<file path="src/rtl/weight_loader_param.sv">
// Streams per-channel weight vectors out of a packed-word ROM into a PE bus.
// Each output channel is assembled from WPC consecutive ROM words, then held until the PE accepts it.
module weight_loader_param #(
    parameter int W_BITS = 7,
    parameter int WPW    = 4,
    parameter int LANES  = 16,
    parameter int N_OCH  = 32,
    parameter int ADDR_W = 10
) (
    input  logic                         clk,
    input  logic                         rst,
    input  logic                         start,
    input  logic [ADDR_W-1:0]            base_addr,
    input  logic [$clog2(N_OCH+1)-1:0]   n_och,
    output logic                         rom_en,
    output logic [ADDR_W-1:0]            rom_addr,
    input  logic [W_BITS*WPW-1:0]        rom_data,
    output logic [LANES*W_BITS-1:0]      w_bus,
    output logic                         w_valid,
    input  logic                         pe_ready,
    output logic [$clog2(N_OCH)-1:0]     och_idx,
    output logic [N_OCH-1:0]             och_loaded,
    output logic                         busy,
    output logic                         done
);

    localparam int WPC    = LANES / WPW;
    localparam int WORD_W = W_BITS * WPW;
    localparam int NOCH_W = $clog2(N_OCH + 1);
    localparam int IDX_W  = $clog2(N_OCH);
    localparam int CNT_W  = $clog2(WPC + 1);

    typedef enum logic [1:0] {
        IDLE  = 2'd0,
        FETCH = 2'd1,
        HOLD  = 2'd2,
        DONE  = 2'd3
    } state_t;

    state_t                   state_q,      state_d;
    logic                     rom_en_q,     rom_en_d;
    logic [ADDR_W-1:0]        rom_addr_q,   rom_addr_d;
    logic                     rd_vld_q,     rd_vld_d;
    logic [CNT_W-1:0]         iss_q,        iss_d;
    logic [CNT_W-1:0]         cap_q,        cap_d;
    logic [LANES*W_BITS-1:0]  w_bus_q,      w_bus_d;
    logic                     w_valid_q,    w_valid_d;
    logic [IDX_W-1:0]         och_idx_q,    och_idx_d;
    logic [N_OCH-1:0]         och_loaded_q, och_loaded_d;
    logic [NOCH_W-1:0]        n_och_q,      n_och_d;

    logic [NOCH_W-1:0]        n_och_clamp;
    logic [NOCH_W-1:0]        och_next;

    assign n_och_clamp = (n_och > NOCH_W'(N_OCH)) ? NOCH_W'(N_OCH) : n_och;
    assign och_next    = NOCH_W'(och_idx_q) + NOCH_W'(1);

    always_comb begin
        state_d      = state_q;
        rom_en_d     = 1'b0;
        rom_addr_d   = rom_addr_q;
        rd_vld_d     = rom_en_q;
        iss_d        = iss_q;
        cap_d        = cap_q;
        w_bus_d      = w_bus_q;
        w_valid_d    = w_valid_q;
        och_idx_d    = och_idx_q;
        och_loaded_d = och_loaded_q;
        n_och_d      = n_och_q;

        case (state_q)
            IDLE, DONE: begin
                if (start) begin
                    och_loaded_d = '0;
                    och_idx_d    = '0;
                    n_och_d      = n_och_clamp;
                    if (n_och_clamp == '0) begin
                        state_d = DONE;
                    end else begin
                        state_d    = FETCH;
                        rom_en_d   = 1'b1;
                        rom_addr_d = base_addr;
                        iss_d      = CNT_W'(1);
                        cap_d      = '0;
                    end
                end
            end

            FETCH: begin
                if (iss_q < CNT_W'(WPC)) begin
                    rom_en_d   = 1'b1;
                    rom_addr_d = rom_addr_q + ADDR_W'(1);
                    iss_d      = iss_q + CNT_W'(1);
                end
                // rd_vld_q marks the cycle the ROM word requested last cycle is on rom_data
                if (rd_vld_q) begin
                    for (int k = 0; k < WPC; k++) begin
                        if (cap_q == CNT_W'(k)) begin
                            w_bus_d[(WPC-1-k)*WORD_W +: WORD_W] = rom_data;
                        end
                    end
                    cap_d = cap_q + CNT_W'(1);
                    if (cap_q == CNT_W'(WPC - 1)) begin
                        state_d   = HOLD;
                        w_valid_d = 1'b1;
                    end
                end
            end

            HOLD: begin
                if (w_valid_q && pe_ready) begin
                    och_loaded_d[och_idx_q] = 1'b1;
                    w_valid_d = 1'b0;
                    och_idx_d = och_idx_q + IDX_W'(1);
                    if (och_next < n_och_q) begin
                        state_d    = FETCH;
                        rom_en_d   = 1'b1;
                        rom_addr_d = rom_addr_q + ADDR_W'(1);
                        iss_d      = CNT_W'(1);
                        cap_d      = '0;
                    end else begin
                        state_d = DONE;
                    end
                end
            end

            default: state_d = IDLE;
        endcase
    end

    always_ff @(posedge clk) begin
        if (rst) begin
            state_q      <= IDLE;
            rom_en_q     <= 1'b0;
            rom_addr_q   <= '0;
            rd_vld_q     <= 1'b0;
            iss_q        <= '0;
            cap_q        <= '0;
            w_bus_q      <= '0;
            w_valid_q    <= 1'b0;
            och_idx_q    <= '0;
            och_loaded_q <= '0;
            n_och_q      <= '0;
        end else begin
            state_q      <= state_d;
            rom_en_q     <= rom_en_d;
            rom_addr_q   <= rom_addr_d;
            rd_vld_q     <= rd_vld_d;
            iss_q        <= iss_d;
            cap_q        <= cap_d;
            w_bus_q      <= w_bus_d;
            w_valid_q    <= w_valid_d;
            och_idx_q    <= och_idx_d;
            och_loaded_q <= och_loaded_d;
            n_och_q      <= n_och_d;
        end
    end

    assign rom_en     = rom_en_q;
    assign rom_addr   = rom_addr_q;
    assign w_bus      = w_bus_q;
    assign w_valid    = w_valid_q;
    assign och_idx    = och_idx_q;
    assign och_loaded = och_loaded_q;
    assign busy       = (state_q == FETCH) || (state_q == HOLD);
    assign done       = (state_q == DONE);

endmodule

</file>
<file path="config.mk">
export PLATFORM = sky130hd
export DESIGN_NAME = weight_loader_param
export DESIGN_NICKNAME = d
export VERILOG_FILES = /design/src/rtl/weight_loader_param.sv
export SDC_FILE = /design/constraint.sdc
export NUM_CORES = 1
export LEC_CHECK = 0
export CAP_MARGIN = 20
export CORE_ASPECT_RATIO = 1.2
export CORE_MARGIN = 2
export CORE_UTILIZATION = 42
export DETAILED_ROUTE_END_ITERATION = 7
export GPL_TIMING_DRIVEN = 1
export PLACE_DENSITY_LB_ADDON = 0.08
export SLEW_MARGIN = 20
export SYNTH_ARGS = -nofsm -noshare
export SYNTH_HDL_FRONTEND = slang
export SYNTH_SLANG_ARGS = --single-unit
</file>
<file path="constraint.sdc">
create_clock -name clk -period 2.4 [get_ports clk]
set_clock_uncertainty 0.1 [all_clocks]
set_input_delay 0.72 -clock clk [delete_from_list [all_inputs] [get_ports clk]]
set_output_delay 0.72 -clock clk [all_outputs]
set_load 0.01 [all_outputs]
</file>
# Word-level counts from Yosys, hierarchy flattened
# Cells that the tools add are included.
# classes
reduce_logical	19
bitwise_logic	1
addsub	5
magnitude_cmp	5
muxes	44
eq_ne	13
# ops
op	n
$mux W32	2
$pmux W32 S2	1
$mux W10	5
$or A32 B32 Y32	1
$mux W3	10
$pmux W10 S3	1
$pmux W3 S3	2
$reduce_and A3 Y1	5
$ne A2 B2 Y1 const B	7
$mux W2	6
$add A10 B1 Y10 const B	1
$mux W5	2
$pmux W5 S2	1
$reduce_and A5 Y1	2
$mux W1	9
$reduce_and A4 Y1	2
$add A3 B1 Y3 const B	2
$add A5 B1 Y6 const B	1
$eq A3 B2 Y1 const B	2
$gt A6 B6 Y1 const B	1
$logic_not A6 Y1	1
$lt A5 B6 Y1 const B	1
$lt A6 B6 Y1	1
$mux W6	1
other kinds (17)	20
# totals
word_cells	101
regBits	176

# Longest topological paths before layout
# depth
word_depth	7
mapped_depth	10
depth_no_buf	9

# Worst setup path before layout
# OpenSTA, ideal clock, no wires.
# synth_timing
path_kind	register -> register
start	register och_idx_q[0], in the netlist och_idx[0]
end	register iss_q[2]
t_arrival_ns	2.340
stages_incl_launch_ff	10
required_ns	2.181
slack_ns	-0.159
synth_period_minus_slack_ns	2.559
path_buffers	0
path_cell_list	dfxtp_1 ha_1 nand3_1 xnor2_1 ha_1 and4_1 o211a_1 nor2_1 nand3_2 o221a_2
# synth_between
elab_chain_len	4
# synth_rtl
item	line_no	text
start: declaration	48	logic [IDX_W-1:0] och_idx_q, och_idx_d;
start signal: assignment	153	och_idx_q <= och_idx_d;
$add A5 B1 Y6	56	assign och_next = NOCH_W'(och_idx_q) + NOCH_W'(1);
$lt A6 B6 Y1	115	if (och_next < n_och_q) begin
$ne A2 B2 Y1 (no source line)	n/a	
$reduce_and A5 Y1 (no source line)	n/a	
end signal: assignment	149	iss_q <= iss_d;
end: declaration	44	logic [CNT_W-1:0] iss_q, iss_d;
# Every way passes these cells.
# A chain may end at the register's enable or synchronous reset.

# Worst setup path in the final report
# layout_timing
start	register och_idx_q[1], in the netlist och_idx[1]
end	register cap_q[2]
# layout_between
elab_chain_len	4
# layout_rtl
item	line_no	text
$add A5 B1 Y6	56	
$lt A6 B6 Y1	115	
$ne A2 B2 Y1 (no source line)	n/a	
$reduce_and A5 Y1 (no source line)	n/a	
end signal: assignment	150	cap_q <= cap_d;
end: declaration	45	logic [CNT_W-1:0] cap_q, cap_d;
# Every way passes these cells.

==> flow_summary.toml <==
[run_status]
status = "finished clean"

[place]
placedCellCount = 1264
dp_hpwl_mm = 13.3
numPortBuffers = 210
place.gp.congestion = 0.800
dp_slack_ns = -0.109

[synth]
syn_area_per_cell_um2 = 8.03
synth-edff-count = 0
yosys_register_bits = 176
synthFlopType = "dfxtp_1"
synth.largest_area_cell = "dfxtp_1"
synth-simple-area-share_pct = 22.7
synthArstFlopShare_pct = 0
postSynthCellCount = 859
synth_compound_area_share_pct = 17.7
synth_top_cell_area_share_pct = 51.1
synth-xor-area-share_pct = 0.254
synth.top_cells.by_area = "dfxtp_1, nand2_1, a21oi_1, ha_1, nor2_1"
ys_seq_area_share_pct = 51.1
synth_top_family_by_area = "simple AND/OR/NAND/NOR gates"
syn_area_mm2 = 0.00690
yosys_warnings = 0
yosys.area_share.adder_pct = 3.63
synth_cell_types = 50
synthMuxAreaShare_pct = 0.145
synth_nets = 927

[sta]
worst_pin_slew_ns = 0.666
fin_ws_ns = 0.0418
setup_viol = 0
post-route-period-util_pct = 98.3
fin_crit_ns = 2.36
timing.hold.ws_ns = 0.353
grt_setup_unrepaired = "true"
hold_violations = 0
slew_headroom_pct = 55.5
final_max_slew_viol_count = 0
clock.fmax_mhz = 424

[final_layout]
instances_no_fill = 1299
area_delta_synth_final_pct = 47.9
nFillCells = 1461
final_nets = 1142
diodes = 0
utilization_pct = 63.2
drive_gt1_share_pct = 10.8

[floorplanning]
die_area_mm2 = 0.0175
die_y_um = 144
core_area_mm2 = 0.0161
row_count = 51
die_w_um = 121
num_io_pins = 211
start_util_pct = 42.7

[critical_path]
max_stage_delay_ns = 0.37
cp-start-kind = "register"
crit_chain = "ha_4, buf_4, nand2b_4, nand2_2, ha_1, and4_1, o211a_1, or2_4, nor3_2, buf_4, o32ai_2"
crit_slowest_cell = "dfxtp_4"
worst_path_most_repeated_cell = "buf_4"
crit_arrival_ns = 2.55
path_class = "reg -> reg"
path_max_fanout = 6
cp_data_required_time_ns = 2.59
end_kind = "register"
reg2regPathDepth = 11

[flow_run]
maxCapViolations = 0

[min_path]
min_path_type = "reg -> reg"
holdPathStages = 2

[route]
antenna_left = 0
drt-total-wl_mm = 20.0
drc = 0
routed-via-count = 6503
wire_per_inst_um = 15.4
drt_first_pass_iters = 4
viasPerCell = 5.01
drt-initial-drc-count = 365

[pwr]
power_uw = 8260
power.density_mw_per_mm2 = 810
power_leakage_uw = 0.00359
vdd_drop_max_uv = 835

[clock_tree]
htree_levels = 4
cts_tree = "done"
clkTransAtPathRegs_ns = 0.07
holdBufCountCts = 0
cts_sinks = 176
clockRootBuffer = "clkbuf_16"
cts_buffers = 17
clockBufferDepth = 2
clock_latency_ns = 0.41

[grt]
grt_pass1_vias = 5989
grt_pass1_wl_mm = 31.2
antenna_found_initial = 0
gr-total-overflow = 0
gr-usage-all-layers_pct = 22.3
grt_max_degree = 120
[per-layer routing]
| layer | GRT usage, % | part of all wire [%] |
|---|---|---|
| met5 | 0 | 0 |
| met4 | 6.00 | 0.95 |
| met3 | 4.93 | 5.7 |
| met2 | 38.0 | 50 |
| met1 | 28.5 | 43 |
[power breakdown]
group / total, uW / switching (uW) / internal (uW)
clock: 2600 / 1230 / 1370
sequential: 3290 / 193 / 3100
combinational: 2370 / 1330 / 1030
[cell usage after synthesis, types with 8 or more instances]
| master | number |
|---|---|
| a21oi_1 | 163 |
| nor3b_1 | 10 |
| ha_1 | 20 |
| nand2_1 | 246 |
| clkbuf_1 | 37 |
| and3_1 | 8 |
| inv_1 | 16 |
| dfxtp_1 | 176 |
| nand3_1 | 9 |
| nor2_1 | 61 |
| and2_1 | 8 |
| buf_2 | 16 |
[cell type report]
class | count | area [um^2] | area share (%)
clock buffer | 19 | 433 | 4.24
multi-input combinational | 610 | 3320 | 32.6
clock inverter | 13 | 124 | 1.21
timing repair buffer | 253 | 2460 | 24.1
sequential | 176 | 3540 | 34.7
tap | 212 | 265 | 2.60
inverter | 16 | 60.1 | 0.589
[worst max-delay path: cells and delay by family (launching register included)]
family	cells	cell delay [ns]
buffers and inverters	2	0.28
AO/OA/AOI/OAI	2	0.25
adder cells (fa/ha/maj)	2	0.37
AND/OR/NAND/NOR	5	0.84
flip-flops	1	0.37
[metrics by stage]
step / cell area, um^2 / setup TNS, ns
after floorplan: 6920 / 0
after global placement: 9370 / -2.02
after detailed placement: 9370 / -2.53
after CTS: 9960 / 0
after global routing: 10200 / -0.307
final: 10200 / 0
[kinds of logic after synthesis]
group / after synthesis
AO/OA/AOI/OAI: 215
multiplexers: 1
buffers and inverters: 74
XOR/XNOR: 2
AND/OR/NAND/NOR: 371
adder cells (fa/ha/maj): 20
flip-flops: 176
[final timing paths]
path,from,endpoint,slack [ns]
worst max-delay path,och_idx[1],cap_q[2],0.04
worst max register to register,och_idx[1],cap_q[2],0.04
worst min-delay path,w_bus[72],w_bus[72],0.35
worst min register to register,w_bus[72],w_bus[72],0.35
[layout by cell type (no fill, tap or decap), types with 8 or more instances in the layout]
cell and n:
and3_1 8, nor3b_1 9, ha_1 18, nor2_1 59
inv_1 16, and2_1 8, clkdlybuf4s50_1 206, buf_4 40
a21oi_1 161, clkbuf_16 17, dfxtp_1 170, nand2_1 245
[state kept, by name, summed over array words and instances (netlist names), 2 cells and up]
signal	cells
rom_addr	10
n_och_q	6
w_bus	112
cap_q	3
iss_q	3
och_idx	5
och_loaded	32
state_q	2
[what timing repair did]
item                                    4_1_cts  5_1_grt
pin swaps                                     2       22
endpoints found under the setup margin       17       18
buffers inserted                              0        2
gates resized for setup                      10       37
gates cloned                                  0        1
hold endpoints to repair                      0        0
No activity file was read; power rests on OpenSTA's default activity.
